File: src/rtl/cpu_types_pkg.sv
// Shared types for the memory arbiter: RAM handshake states, arbiter FSM
// states and the machine word.
package cpu_types_pkg;

  typedef enum logic [1:0] {
    FREE   = 2'd0,
    BUSY   = 2'd1,
    ACCESS = 2'd2,
    ERROR  = 2'd3
  } ramstate_t;

  typedef enum logic [2:0] {
    IDLE   = 3'd0,
    DGRANT = 3'd1,
    IGRANT = 3'd2,
    DONE   = 3'd3,
    ERR    = 3'd4
  } arb_state_t;

  typedef logic [31:0] word_t;

  localparam int unsigned ARB_TIMEOUT = 15;

  // True while a RAM transaction is being driven.
  function automatic logic is_grant(arb_state_t s);
    return (s == DGRANT) || (s == IGRANT);
  endfunction

endpackage

File: src/rtl/arb_wait_cnt.sv
// Wait counter for the arbiter: counts grant cycles spent waiting on the RAM
// and flags the last allowed cycle before the grant is declared failed.
module arb_wait_cnt #(
  parameter int unsigned TIMEOUT = 15
) (
  input  logic CLK,
  input  logic nRST,
  input  logic clr,
  input  logic en,
  output logic tc
);

  localparam int unsigned CW = (TIMEOUT > 1) ? $clog2(TIMEOUT) : 1;

  logic [CW-1:0] cnt_q;
  logic [CW-1:0] cnt_d;

  assign tc = (cnt_q == CW'(TIMEOUT - 1));

  // Next count: clear wins; the count saturates at the terminal value.
  always_comb begin
    cnt_d = cnt_q;
    if (clr) begin
      cnt_d = '0;
    end else if (en && !tc) begin
      cnt_d = cnt_q + CW'(1);
    end
  end

  // Count register.
  always_ff @(posedge CLK or negedge nRST) begin
    if (!nRST) begin
      cnt_q <= '0;
    end else begin
      cnt_q <= cnt_d;
    end
  end

endmodule

File: src/rtl/mem_arbiter.sv
// Single-port RAM arbiter between instruction fetch and data access.
// Data has fixed priority; one transaction in flight; every output is a flop.
//
// RAM handshake: the arbiter holds ramREN/ramWEN/ramaddr/ramstore stable for
// the whole grant; the RAM answers by presenting ramstate==ACCESS (with
// ramload valid for reads) for the cycle in which the transfer completes.
// Any other ramstate means "not yet"; ERROR aborts into the sticky ERR state.
module mem_arbiter
  import cpu_types_pkg::*;
#(
  parameter int unsigned TIMEOUT = ARB_TIMEOUT,
  parameter int unsigned ADDR_W  = 32,
  parameter int unsigned DATA_W  = 32
) (
  input  logic              CLK,
  input  logic              nRST,
  input  logic              iREN,
  input  logic [ADDR_W-1:0] iaddr,
  output logic              ihit,
  output logic [DATA_W-1:0] iload,
  input  logic              dREN,
  input  logic              dWEN,
  input  logic [ADDR_W-1:0] daddr,
  input  logic [DATA_W-1:0] dstore,
  output logic              dhit,
  output logic [DATA_W-1:0] dload,
  input  logic              halt,
  output logic              ramREN,
  output logic              ramWEN,
  output logic [ADDR_W-1:0] ramaddr,
  output logic [DATA_W-1:0] ramstore,
  input  logic [DATA_W-1:0] ramload,
  input  logic [1:0]        ramstate,
  output logic              mem_err,
  output arb_state_t        dbg_state
);

  arb_state_t        state_q, state_d;
  logic              ram_ren_q, ram_ren_d;
  logic              ram_wen_q, ram_wen_d;
  logic [ADDR_W-1:0] ram_addr_q, ram_addr_d;
  logic [DATA_W-1:0] ram_store_q, ram_store_d;
  logic              ihit_q, ihit_d;
  logic              dhit_q, dhit_d;
  logic [DATA_W-1:0] iload_q, iload_d;
  logic [DATA_W-1:0] dload_q, dload_d;
  logic              mem_err_q, mem_err_d;
  // The data op is remembered separately because ramWEN drops in DONE.
  logic              req_wr_q, req_wr_d;

  logic              cnt_clr;
  logic              cnt_en;
  logic              cnt_tc;
  ramstate_t         rs;

  assign rs = ramstate_t'(ramstate);

  arb_wait_cnt #(.TIMEOUT(TIMEOUT)) u_wait_cnt (
    .CLK  (CLK),
    .nRST (nRST),
    .clr  (cnt_clr),
    .en   (cnt_en),
    .tc   (cnt_tc)
  );

  // Next state, latched request and registered outputs.
  always_comb begin
    state_d     = state_q;
    ram_ren_d   = ram_ren_q;
    ram_wen_d   = ram_wen_q;
    ram_addr_d  = ram_addr_q;
    ram_store_d = ram_store_q;
    ihit_d      = 1'b0;
    dhit_d      = 1'b0;
    iload_d     = iload_q;
    dload_d     = dload_q;
    mem_err_d   = mem_err_q;
    req_wr_d    = req_wr_q;
    cnt_clr     = !is_grant(state_q);
    cnt_en      = 1'b0;

    case (state_q)
      IDLE: begin
        ram_ren_d = 1'b0;
        ram_wen_d = 1'b0;
        if (dWEN || dREN) begin
          // A simultaneous read and write request is treated as a write.
          state_d     = DGRANT;
          ram_addr_d  = daddr;
          ram_store_d = dstore;
          req_wr_d    = dWEN;
          ram_wen_d   = dWEN;
          ram_ren_d   = !dWEN;
        end else if (iREN && !halt) begin
          state_d    = IGRANT;
          ram_addr_d = iaddr;
          req_wr_d   = 1'b0;
          ram_ren_d  = 1'b1;
        end
      end

      DGRANT, IGRANT: begin
        if (rs == ACCESS) begin
          state_d   = DONE;
          ram_ren_d = 1'b0;
          ram_wen_d = 1'b0;
          // The load registers take the word even if the requester left;
          // the hit only fires for a requester still asking.
          if (state_q == IGRANT) begin
            iload_d = ramload;
            ihit_d  = iREN;
          end else if (req_wr_q) begin
            dhit_d = dWEN;
          end else begin
            dload_d = ramload;
            dhit_d  = dREN;
          end
        end else if ((rs == ERROR) || cnt_tc) begin
          state_d   = ERR;
          ram_ren_d = 1'b0;
          ram_wen_d = 1'b0;
          mem_err_d = 1'b1;
        end else begin
          cnt_en = 1'b1;
        end
      end

      DONE: begin
        // Requests are ignored here so a stale request cannot re-grant.
        state_d   = IDLE;
        ram_ren_d = 1'b0;
        ram_wen_d = 1'b0;
      end

      ERR: begin
        ram_ren_d = 1'b0;
        ram_wen_d = 1'b0;
        mem_err_d = 1'b1;
      end

      default: begin
        state_d   = IDLE;
        ram_ren_d = 1'b0;
        ram_wen_d = 1'b0;
      end
    endcase
  end

  // State and output registers; reset drops RAM enables immediately.
  always_ff @(posedge CLK or negedge nRST) begin
    if (!nRST) begin
      state_q     <= IDLE;
      ram_ren_q   <= 1'b0;
      ram_wen_q   <= 1'b0;
      ram_addr_q  <= '0;
      ram_store_q <= '0;
      ihit_q      <= 1'b0;
      dhit_q      <= 1'b0;
      iload_q     <= '0;
      dload_q     <= '0;
      mem_err_q   <= 1'b0;
      req_wr_q    <= 1'b0;
    end else begin
      state_q     <= state_d;
      ram_ren_q   <= ram_ren_d;
      ram_wen_q   <= ram_wen_d;
      ram_addr_q  <= ram_addr_d;
      ram_store_q <= ram_store_d;
      ihit_q      <= ihit_d;
      dhit_q      <= dhit_d;
      iload_q     <= iload_d;
      dload_q     <= dload_d;
      mem_err_q   <= mem_err_d;
      req_wr_q    <= req_wr_d;
    end
  end

  assign ramREN    = ram_ren_q;
  assign ramWEN    = ram_wen_q;
  assign ramaddr   = ram_addr_q;
  assign ramstore  = ram_store_q;
  assign ihit      = ihit_q;
  assign dhit      = dhit_q;
  assign iload     = iload_q;
  assign dload     = dload_q;
  assign mem_err   = mem_err_q;
  assign dbg_state = state_q;

endmodule

File: config.mk
export PLATFORM = sky130hd
export DESIGN_NAME = mem_arbiter
export DESIGN_NICKNAME = d
export VERILOG_FILES = /design/src/rtl/cpu_types_pkg.sv /design/src/rtl/arb_wait_cnt.sv /design/src/rtl/mem_arbiter.sv
export SDC_FILE = /design/constraint.sdc
export NUM_CORES = 1
export LEC_CHECK = 0
export CAP_MARGIN = 25
export CORE_MARGIN = 2
export CORE_UTILIZATION = 42
export DETAILED_ROUTE_END_ITERATION = 8
export PLACE_DENSITY = 0.83
export SLEW_MARGIN = 0
export SYNTH_ARGS = -nofsm -noshare
export SYNTH_HDL_FRONTEND = slang
export SYNTH_SLANG_ARGS = --single-unit
File: constraint.sdc
create_clock -name CLK -period 2.3 [get_ports CLK]
set_input_delay 0.46 -clock CLK [delete_from_list [all_inputs] [get_ports CLK]]
set_output_delay 0.46 -clock CLK [all_outputs]
set_load 0.03 [all_outputs]
==> metrics.txt <==
maximum VDD drop 0.888 mV; syn_nets 513; Detailed Place HPWL between 10,000 and 15,000 microns; CTS Buffer Depth 2; DRT Pass-1 Iters 4; post_cts resized 0; antenna violations before repair 0; initial DRC count around 130; cell depth of the worst flop-to-flop path 4; gp weighted congestion between 0.7 and 0.8; Leak slightly above 4 nW; die height 122 microns; Post-synth top flop dfrtp_1; Sw Ratio 38.1%; Overflow after GRT 0; GRT Resource Usage Total a little over 20%; WL final approximately 15,000 microns; H-Tree Depth 4; Ports 272; vias in the first global route 4,607; Root Buffer clkbuf_16; Critical Path Fanout Max 7; adder-cell share of the synthesized area 0.425%; WL/cell between 15 and 20 microns; Switch Pwr 0.00569 W; power share of the combinational group 51.1%; vias per cell 4.87; FF-to-FF End dload[2]; most common cell after layout, fill and taps aside clkdlybuf4s50_1; total power 0.0149 W; Worst EP arrival 1.68 ns; Clock Latency Late Sink 0.42 ns; Yosys warnings 0; first-pass GRT wire length 23,700 microns; # diodes 0; clock sink count 141; worst hold stages 1; Max-slew headroom 69.0%; Seq cells post-synth 141; Fillers 950; Clk pwr share 19.5%; Layout area overhead 62.3%; Final Hold Viols 0; Slew @ Worst Pin 0.462 ns; critical path class reg2out; async set or reset register ratio after synthesis 100%; post-synthesis mux area share 32.8%; Internal ~0.009 W; CTS Buf Count 17; die area 15,000 sq um; Hold Crit Class reg2reg; WP data required 1.84 ns; minimum clock period 2.14 ns; Critical Path, Cell by Cell clkdlybuf4s50_1; worst reg2reg startpoint dbg_state[0]; post-synthesis cell type count 33; post-synthesis simple-gate area fraction between 2 and 3%; Worst Path Buf+Inv 1; buffers added on ports 271; Fmax 0.467 GHz; Max Slew Vio Count 0; Post-Synth XOR/XNOR Area 0.297%; Worst Setup SP dbg_state[0]; pin count of the biggest net entering global routing 69; CTS tree done; Post-CTS Setup Repair Bufs 0; max-cap violation count 0; Core ar. 13,800 sq um; power per cell area 1560 nW/um^2; FF-to-FF setup slack 0.33 ns; HP Start mem_err; count of final setup violators 0; max incr delay on CP around 0.76 ns; fin crit share 93.0%; Mean Syn Cell Area 15.7 sq um; CP startpoint kind flop; main combinational cell family by area after synthesis multiplexers; vias 4,155; Detail Route Antenna Nets 0; Seq pwr share 29.4%; Clock Skews 0.0130 ns; layout cells sized above 1 31.5%; die width roughly 120 microns; RSZ-0062 raised after global routing false; Total Nets Final 799; register area share after synthesis about three fifths; Finished Core Util 69.4%; end of the worst hold path mem_err; Max stage delay cell, worst path clkdlybuf4s50_1; post-synthesis compound-gate area fraction 1.55%; Post-synth EDFFs 0; CP endpoint kind output pin; status finished clean; Clock transition at path regs 0.06 ns; worst hold slack 0.503 ns; Row Count 43; Initial Util 42.8%; DRC violations left 0; most frequent cells in the layout clkdlybuf4s50_1 (270), dfrtp_1 (141), mux2_2 (130), mux2_4 (30), clkbuf_16 (17); Synth Cell Area 5890 sq um; cell family with most CP delay buffers and inverters; Synth Instances 375
Yosys cell counts, types with 3 or more instances:
| library cell | n | area, sq um |
|---|---|---|
| dfrtp_1 | 141 | 3530 |
| mux2_2 | 130 | 1460 |
| mux2_4 | 30 | 450 |
| buf_2 | 11 | 55.1 |
| nor2_1 | 10 | 37.5 |
| clkbuf_1 | 6 | 22.5 |
| inv_1 | 5 | 18.8 |
| nand2_1 | 4 | 15.0 |
| o21ai_0 | 4 | 20.0 |
| buf_6 | 3 | 33.8 |
metrics by stage:
step                      TNS [ns]  cell area [sq um]  cells  worst slack (ns)
after global routing             0               9560    854            0.0911
after detailed placement   -0.0188               8910    821          -0.00762
after CTS                        0               9560    854             0.135
after global placement           0               8910    821            0.0142
after floorplan                  0               5890    375             0.332
final                            0               9560    854             0.160
power by group through the flow:
stage | Combinational (W) | Sequential [W] | Clock (W)
detailed placement | 0.00768 | 0.00442 | 0
CTS | 0.00771 | 0.00439 | 0.00297
global route | 0.00800 | 0.00454 | 0.00310
global placement | 0.00753 | 0.00433 | 0
floorplan | 0.00207 | 0.00669 | 0
finish | 0.00763 | 0.00439 | 0.00292
kinds of logic after synthesis:
family | Yosys count
AO/OA/AOI/OAI | 13
flip-flops | 141
multiplexers | 162
adder cells (fa/ha/maj) | 2
AND/OR/NAND/NOR | 30
XOR/XNOR | 2
buffers and inverters | 25
layer usage:
metal	vias up	GRT usage, %	part of all wire, %
met4	0	7.76	2.2
met2	176	36.5	52
met1	2049	23.5	37
li1	1905	-	-
met5	-	0	0
met3	25	6.51	8.1
repair_timing:
| action | in CTS | in global routing |
|---|---|---|
| hold endpoints to repair | 44 | 0 |
| setup endpoints to repair | 0 | 0 |
| hold buffers | 1 | 0 |
cell type report:
| type | count | area, sq um | share of cell area, % |
|---|---|---|---|
| Clock buffer | 17 | 425 | 4.45 |
| Multi-Input combinational cell | 209 | 2240 | 23.4 |
| Clock inverter | 15 | 209 | 2.19 |
| Inverter | 5 | 18.8 | 0.196 |
| Timing Repair Buffer | 287 | 2910 | 30.5 |
| Sequential cell | 141 | 3530 | 36.9 |
| Tap cell | 180 | 225 | 2.36 |
how the worst max path moves through the flow:
stage	slack, ns	to	cells after the start
2_1_floorplan	0.33	ramaddr[22]	5
3_3_place_gp	0.01	dload[9]	5
3_5_place_dp	-0.008	dload[10]	5
4_1_cts	0.14	dbg_state[0]	1
5_1_grt	0.09	dbg_state[0]	1
6_report	0.16	dbg_state[0]	1
state kept, by name, indices dropped and copies added, names as in the netlist:
name / cells
iload: 32
ramaddr: 32
u_wait_cnt.cnt_q: 4
dbg_state: 3
ihit: 1
mem_err: 1
dload: 32
ramWEN: 1
dhit: 1
ramstore: 32
ramREN: 1
req_wr_q: 1
Power figures use the tool's default switching activity.
